===== src/rtl/mmio_hub.sv =====
// mmio_hub: memory-mapped I/O hub between the processor data port and peripherals.
// Base-aligned window of 2**SLOT_BITS word slots with ID, RNG, MIDI event FIFO,
// status, seven-segment and LED registers.
// Optional feature: define MMIO_TIMER_EN to build a free-running 32-bit cycle
// counter in slot 6; without it slot 6 behaves like an unmapped slot.
module mmio_hub #(
    parameter int unsigned           ADDR_WIDTH      = 32,
    parameter logic [ADDR_WIDTH-1:0] BASE_ADDR       = 'h2000,
    parameter int unsigned           SLOT_BITS       = 3,
    parameter int unsigned           FIFO_DEPTH_LOG2 = 4,
    parameter logic [31:0]           DEFAULT_DATA    = 32'hfbadc0de
) (
    input  logic                   clock,
    input  logic                   resetn,
    input  logic [ADDR_WIDTH-1:0]  address,
    input  logic                   mem_ren,
    input  logic                   wren,
    input  logic [31:0]            wdata,
    output logic [31:0]            rdata,
    output logic                   mmio_hit,
    input  logic [31:0]            rng_data,
    output logic                   rng_next,
    input  logic [23:0]            midi_bytes,
    input  logic                   midi_busy,
    output logic [31:0]            sevenseg_word,
    output logic [15:0]            led_word,
    output logic [FIFO_DEPTH_LOG2:0] fifo_count
);

    localparam int unsigned FIFO_DEPTH = 2 ** FIFO_DEPTH_LOG2;
    localparam int unsigned CW         = FIFO_DEPTH_LOG2 + 1;
    localparam int unsigned PW         = FIFO_DEPTH_LOG2;

    localparam logic [CW-1:0] CNT_ONE  = CW'(1);
    localparam logic [CW-1:0] CNT_FULL = CW'(FIFO_DEPTH);
    localparam logic [PW-1:0] PTR_ONE  = PW'(1);

    localparam logic [31:0] ID_WORD = 32'(BASE_ADDR);

    localparam logic [SLOT_BITS-1:0] SLOT_ID     = SLOT_BITS'(0);
    localparam logic [SLOT_BITS-1:0] SLOT_RNG    = SLOT_BITS'(1);
    localparam logic [SLOT_BITS-1:0] SLOT_FIFO   = SLOT_BITS'(2);
    localparam logic [SLOT_BITS-1:0] SLOT_STATUS = SLOT_BITS'(3);
    localparam logic [SLOT_BITS-1:0] SLOT_SEG    = SLOT_BITS'(4);
    localparam logic [SLOT_BITS-1:0] SLOT_LED    = SLOT_BITS'(5);
`ifdef MMIO_TIMER_EN
    localparam logic [SLOT_BITS-1:0] SLOT_TIMER  = SLOT_BITS'(6);
`endif

    // ------------------------------------------------------------------
    // Address decode
    // ------------------------------------------------------------------
    logic [SLOT_BITS-1:0] slot;
    logic                 rd_fire;
    logic                 wr_fire;

    assign slot     = address[SLOT_BITS-1:0];
    assign mmio_hit = (address[ADDR_WIDTH-1:SLOT_BITS] == BASE_ADDR[ADDR_WIDTH-1:SLOT_BITS]);
    assign rd_fire  = mmio_hit & mem_ren;
    assign wr_fire  = mmio_hit & wren;
    assign rng_next = rd_fire & (slot == SLOT_RNG);

    // ------------------------------------------------------------------
    // MIDI busy synchroniser and falling-edge detect
    // ------------------------------------------------------------------
    logic busy_s1_q;
    logic busy_s2_q;
    logic busy_prev_q;
    logic push_req;

    // Two-flop synchroniser followed by a history flop for edge detection.
    always_ff @(posedge clock or negedge resetn) begin
        if (!resetn) begin
            busy_s1_q   <= 1'b0;
            busy_s2_q   <= 1'b0;
            busy_prev_q <= 1'b0;
        end else begin
            busy_s1_q   <= midi_busy;
            busy_s2_q   <= busy_s1_q;
            busy_prev_q <= busy_s2_q;
        end
    end

    assign push_req = busy_prev_q & ~busy_s2_q;

    // ------------------------------------------------------------------
    // MIDI event FIFO
    // ------------------------------------------------------------------
    logic [23:0]   fifo_mem [FIFO_DEPTH];
    logic [PW-1:0] wr_ptr_q;
    logic [PW-1:0] rd_ptr_q;
    logic [CW-1:0] count_q;
    logic [CW-1:0] count_d;
    logic          overflow_q;
    logic          fifo_empty;
    logic          fifo_full;
    logic          pop;
    logic          push_ok;
    logic          overflow_set;
    logic          overflow_clr;
    logic [31:0]   head_word;

    assign fifo_empty   = (count_q == '0);
    assign fifo_full    = (count_q == CNT_FULL);
    assign pop          = rd_fire & (slot == SLOT_FIFO) & ~fifo_empty;
    // A pop in the same cycle frees the slot, so a full FIFO still accepts the push.
    assign push_ok      = push_req & (~fifo_full | pop);
    assign overflow_set = push_req & fifo_full & ~pop;
    assign overflow_clr = wr_fire & (slot == SLOT_STATUS);
    assign head_word    = fifo_empty ? 32'h0 : {8'h00, fifo_mem[rd_ptr_q]};
    assign fifo_count   = count_q;

    // Occupancy next-state: simultaneous push and pop leave the count unchanged.
    always_comb begin
        count_d = count_q;
        if (push_ok && !pop) begin
            count_d = count_q + CNT_ONE;
        end else if (!push_ok && pop) begin
            count_d = count_q - CNT_ONE;
        end
    end

    // Storage array; contents are discarded on reset by clearing the pointers.
    always_ff @(posedge clock) begin
        if (push_ok) begin
            fifo_mem[wr_ptr_q] <= midi_bytes;
        end
    end

    // Pointers, occupancy and sticky overflow; a new overflow beats a clear.
    always_ff @(posedge clock or negedge resetn) begin
        if (!resetn) begin
            wr_ptr_q   <= '0;
            rd_ptr_q   <= '0;
            count_q    <= '0;
            overflow_q <= 1'b0;
        end else begin
            if (push_ok) begin
                wr_ptr_q <= wr_ptr_q + PTR_ONE;
            end
            if (pop) begin
                rd_ptr_q <= rd_ptr_q + PTR_ONE;
            end
            count_q <= count_d;
            if (overflow_set) begin
                overflow_q <= 1'b1;
            end else if (overflow_clr) begin
                overflow_q <= 1'b0;
            end
        end
    end

    // ------------------------------------------------------------------
    // Output latches
    // ------------------------------------------------------------------
    logic [31:0] sevenseg_q;
    logic [15:0] led_q;

    // Seven-segment and LED registers written by stores to their slots.
    always_ff @(posedge clock or negedge resetn) begin
        if (!resetn) begin
            sevenseg_q <= 32'h0;
            led_q      <= 16'h0;
        end else begin
            if (wr_fire && (slot == SLOT_SEG)) begin
                sevenseg_q <= wdata;
            end
            if (wr_fire && (slot == SLOT_LED)) begin
                led_q <= wdata[15:0];
            end
        end
    end

    assign sevenseg_word = sevenseg_q;
    assign led_word      = led_q;

`ifdef MMIO_TIMER_EN
    // ------------------------------------------------------------------
    // Free-running cycle counter
    // ------------------------------------------------------------------
    logic [31:0] timer_q;

    // Counts every clock; a store reloads it and counting resumes next cycle.
    always_ff @(posedge clock or negedge resetn) begin
        if (!resetn) begin
            timer_q <= 32'h0;
        end else if (wr_fire && (slot == SLOT_TIMER)) begin
            timer_q <= wdata;
        end else begin
            timer_q <= timer_q + 32'h1;
        end
    end
`endif

    // ------------------------------------------------------------------
    // Read mux
    // ------------------------------------------------------------------
    // Combinational load data; misses and unmapped slots return DEFAULT_DATA.
    always_comb begin
        rdata = DEFAULT_DATA;
        if (mmio_hit) begin
            case (slot)
                SLOT_ID:     rdata = ID_WORD;
                SLOT_RNG:    rdata = rng_data;
                SLOT_FIFO:   rdata = head_word;
                SLOT_STATUS: rdata = {overflow_q, 15'h0, 16'(count_q)};
                SLOT_SEG:    rdata = sevenseg_q;
                SLOT_LED:    rdata = {16'h0, led_q};
`ifdef MMIO_TIMER_EN
                SLOT_TIMER:  rdata = timer_q;
`endif
                default:     rdata = DEFAULT_DATA;
            endcase
        end
    end

endmodule


===== config.mk =====
export PLATFORM = sky130hd
export DESIGN_NAME = mmio_hub
export DESIGN_NICKNAME = d
export VERILOG_FILES = /design/src/rtl/mmio_hub.sv
export SDC_FILE = /design/constraint.sdc
export NUM_CORES = 1
export LEC_CHECK = 0
export ABC_AREA = 1
export BUFFER_PORTS_ARGS = -buffer_cell sky130_fd_sc_hd__buf_2
export CORE_MARGIN = 3
export CORE_UTILIZATION = 40
export DETAILED_ROUTE_END_ITERATION = 7
export PLACE_DENSITY = 0.69
export SETUP_SLACK_MARGIN = 0.15
export SLEW_MARGIN = 20
export SYNTH_ARGS = -nofsm -noshare
export SYNTH_HDL_FRONTEND = slang
export SYNTH_SLANG_ARGS = --single-unit

===== constraint.sdc =====
create_clock -name clock -period 3.2 [get_ports clock]
set_clock_uncertainty 0.2 [all_clocks]
set_input_delay 0.16 -clock clock [delete_from_list [all_inputs] [get_ports clock]]
set_output_delay 0.16 -clock clock [all_outputs]
set_load 0.1 [all_outputs]

==> flow_summary.yaml <==
clocking:
  htreeDepth: 2
  cts_inserted_buffers: 45
  root_buffer: "clkbuf_16"
  cts_tree: "done"
  cts_buffer_depth: 3
  clkLatencyLatePin_ns: 0.55
  clock-sinks: 449
  path_clk_slew_ns: 0.06
global_route:
  grt_pass1_vias: 14043
  grt_pass1_wl_mm: 81.1
  grt_usage: 0.206
  antenna_found_initial: 6
  grt_max_degree: 94
  grt-ovfl-total: 0
timing:
  setup_viol: 0
  period_share: 0.920
  hold_viol_final: 0
  slew_viol_final: 0
  slew_headroom: 0.358
  max_freq_ghz: 0.340
  period_minus_slack_ns: 2.94
  setup_tns_ns: 0
  tightestPinTransition_ns: 0.964
  worst_slack_ns: 0.256
  rsz0062_at_grt: "true"
hold_path:
  holdCritPathClass: "in -> reg"
  worstHoldStart: "address[1]"
  worstHoldEndpoint: "wr_ptr_q[0]$_DFFE_PN0N_"
  hold_depth: 7
worst_setup_path:
  worstPathRequired_ns: 2.84
  r2r_end: "fifo_count[4]$_DFFE_PN0P_"
  crit_type: "reg -> out"
  cp-start-kind: "register"
  cp.arrival_ns: 2.58
  end_kind: "output pin"
  r2r-start: "fifo_count[1]$_DFFE_PN0P_"
  worstPathMaxFanout: 36
  r2r_cells: 14
  r2r_slack_ns: 0.45
cells_and_area:
  final_cell_mix: "nand2_1 (448), edfxtp_1 (384), inv_1 (186)"
  area_growth_pct: 23.3
  fillers: 4118
  layout_commonest_cell: "nand2_1"
  layout.nets: 2259
  final_layout_size_suffix_gt1_frac: 0.181
  multi_input_area_mm2: 0.00525
  register_area_mm2: 0.0132
synth:
  synth-seq-area-share: 0.673
  ys_warn_count: 0
  ys_types: 38
  async_reset_ff_frac: 0.145
  avgSynthCellArea_um2: 10.6
  ys_ff_latch: 449
  ys.flop_type: "edfxtp_1"
  synth_cells: 1845
  synth_edf_count: 384
  netlist_area_mm2: 0.0196
  synth_fp_nets: 1980
placed_design:
  place_congestion: 0.904
  port_buffers: 211
  dpl.hpwl_mm: 32.2
  place_ws_ns: 0.261
run_status:
  status: "completed"
die:
  die-height_um: 227
  core-area_mm2: 0.0480
  rows: 80
  dieArea_mm2: 0.0516
  die_w_um: 227
  num_io_pins: 212
  initial_core_util: 0.407
drt:
  detail-route-antenna-nets: 0
  drt-total-wl_mm: 54.9
  viasPerCell: 5.29
  drtIter0Drc: 1601
  firstDrtPassIters: 5
  route.vias.total: 14716
  drc_errors: 0
  wl_per_cell_um: 19.8
power_and_ir_drop:
  finalPower_uw: 13000
  pwr-share-seq: 0.519
  power_frac_clock: 0.386
  pwr-share-comb: 0.094
  power_density_mw_per_mm2: 539
  swShare: 0.244
  power.switching_uw: 3170
  power.leakage_uw: 0.00974
  internal_power_uw: 9830
  irDropWorstVdd_mv: 0.343
flow_run:
  cap_violations: 0
## how the worst max path moves through the flow
stage | startpoint | slack (ns) | cells past startpoint | endpoint
6_report | rd_ptr_q[0]$_DFFE_PN0N_ | 0.26 | 11 | rdata[17]
5_1_grt | rd_ptr_q[0]$_DFFE_PN0N_ | 0.09 | 11 | rdata[17]
3_5_place_dp | address[5] | 0.26 | 18 | fifo_count[4]$_DFFE_PN0P_
4_1_cts | rd_ptr_q[0]$_DFFE_PN0N_ | 0.14 | 8 | rdata[16]
3_3_place_gp | address[5] | 0.39 | 18 | fifo_count[4]$_DFFE_PN0P_
2_1_floorplan | fifo_count[0]$_DFFE_PN0P_ | 0.23 | 7 | fifo_mem[10][0]$_DFFE_PP_
## synth_stat cells, types with 2 or more instances
master | instances | area share
buf_6 | 8 | 0.0046
o21ai_1 | 31 | 0.0079
nand3_4 | 2 | 0.0018
buf_4 | 9 | 0.0035
o211ai_1 | 72 | 0.028
nand3_1 | 158 | 0.040
a22o_1 | 9 | 0.0040
nor3_2 | 2 | 0.0010
a22oi_1 | 2 | 0.00077
a21oi_1 | 45 | 0.012
inv_2 | 2 | 0.00038
nand4_1 | 7 | 0.0022
nand2_1 | 452 | 0.087
inv_1 | 189 | 0.036
clkbuf_1 | 26 | 0.0050
buf_2 | 52 | 0.013
edfxtp_1 | 384 | 0.59
dfrtp_1 | 65 | 0.083
ha_1 | 9 | 0.0058
nor2_1 | 170 | 0.033
buf_1 | 8 | 0.0015
nand2_2 | 2 | 0.00064
o21ai_0 | 119 | 0.030
xor2_1 | 6 | 0.0027
nor2_4 | 2 | 0.0012
nor2_2 | 2 | 0.00064
## power groups by stage
stage	clock network (µW)	registers, µW	logic [µW]
floorplan	0	7070	468
global route	5340	6770	1330
finish	5020	6750	1230
global placement	0	6860	1120
CTS	5090	6750	1220
detailed placement	0	6870	1150
## timing repair
item	CTS	global route
pin swaps	0	1
gates resized for setup	6	13
endpoints found under the setup margin	22	23
cloned	0	3
setup buffers	1	7
hold buffers	63	0
hold endpoints to repair	481	0
## per-stage QoR
stage	hold WS (ns)	utilization	instance area [µm²]	cells
after global routing	0.0463	0.502	24100	2778
after detailed placement	0.0763	0.456	21900	2618
final	0.0465	0.502	24100	2780
after CTS	0.0245	0.499	24000	2764
after floorplan	-0.336	-	19600	1845
after global placement	0.0741	0.456	21900	2618
## cells by family after synthesis
kind of cell / synth area share
buffers and inverters: 0.0647
flip-flops: 0.673
adder cells (fa/ha/maj): 0.00678
AO/OA/AOI/OAI: 0.0839
XOR/XNOR: 0.00313
AND/OR/NAND/NOR: 0.169
## flip-flops by register name, indices dropped and copies added (netlist names), 4 cells and up
name           cells
fifo_count         5
fifo_mem         384
led_word          16
rd_ptr_q           4
sevenseg_word     32
wr_ptr_q           4
## final cells by class
class / count / area share
diodes: 6 / 0.000622
clock buffers: 56 / 0.0488
clock inverters: 26 / 0.00850
inverters: 192 / 0.0305
multi-input cells: 1101 / 0.217
flip-flops and latches: 449 / 0.546
well taps: 615 / 0.0319
repair buffers: 335 / 0.116
## critical path, cell delays in order, from the launching register on
cell      delay, ns
dfrtp_4        0.57
clkinv_8       0.15
buf_12         0.21
nand2_1        0.08
nand2_1        0.06
nand2_1        0.04
nand3_1        0.07
nand3_1        0.09
nand2_1        0.20
nand2_1        0.12
a21oi_2        0.20
buf_12         0.20
## per-layer routing
metal,vias up,share of wire,track usage
li1,6817,-,-
met1,7033,0.40,0.266
met2,730,0.47,0.337
met3,136,0.089,0.0364
met4,0,0.040,0.102
met5,-,0,0
No activity file was read; power rests on OpenSTA's default activity.
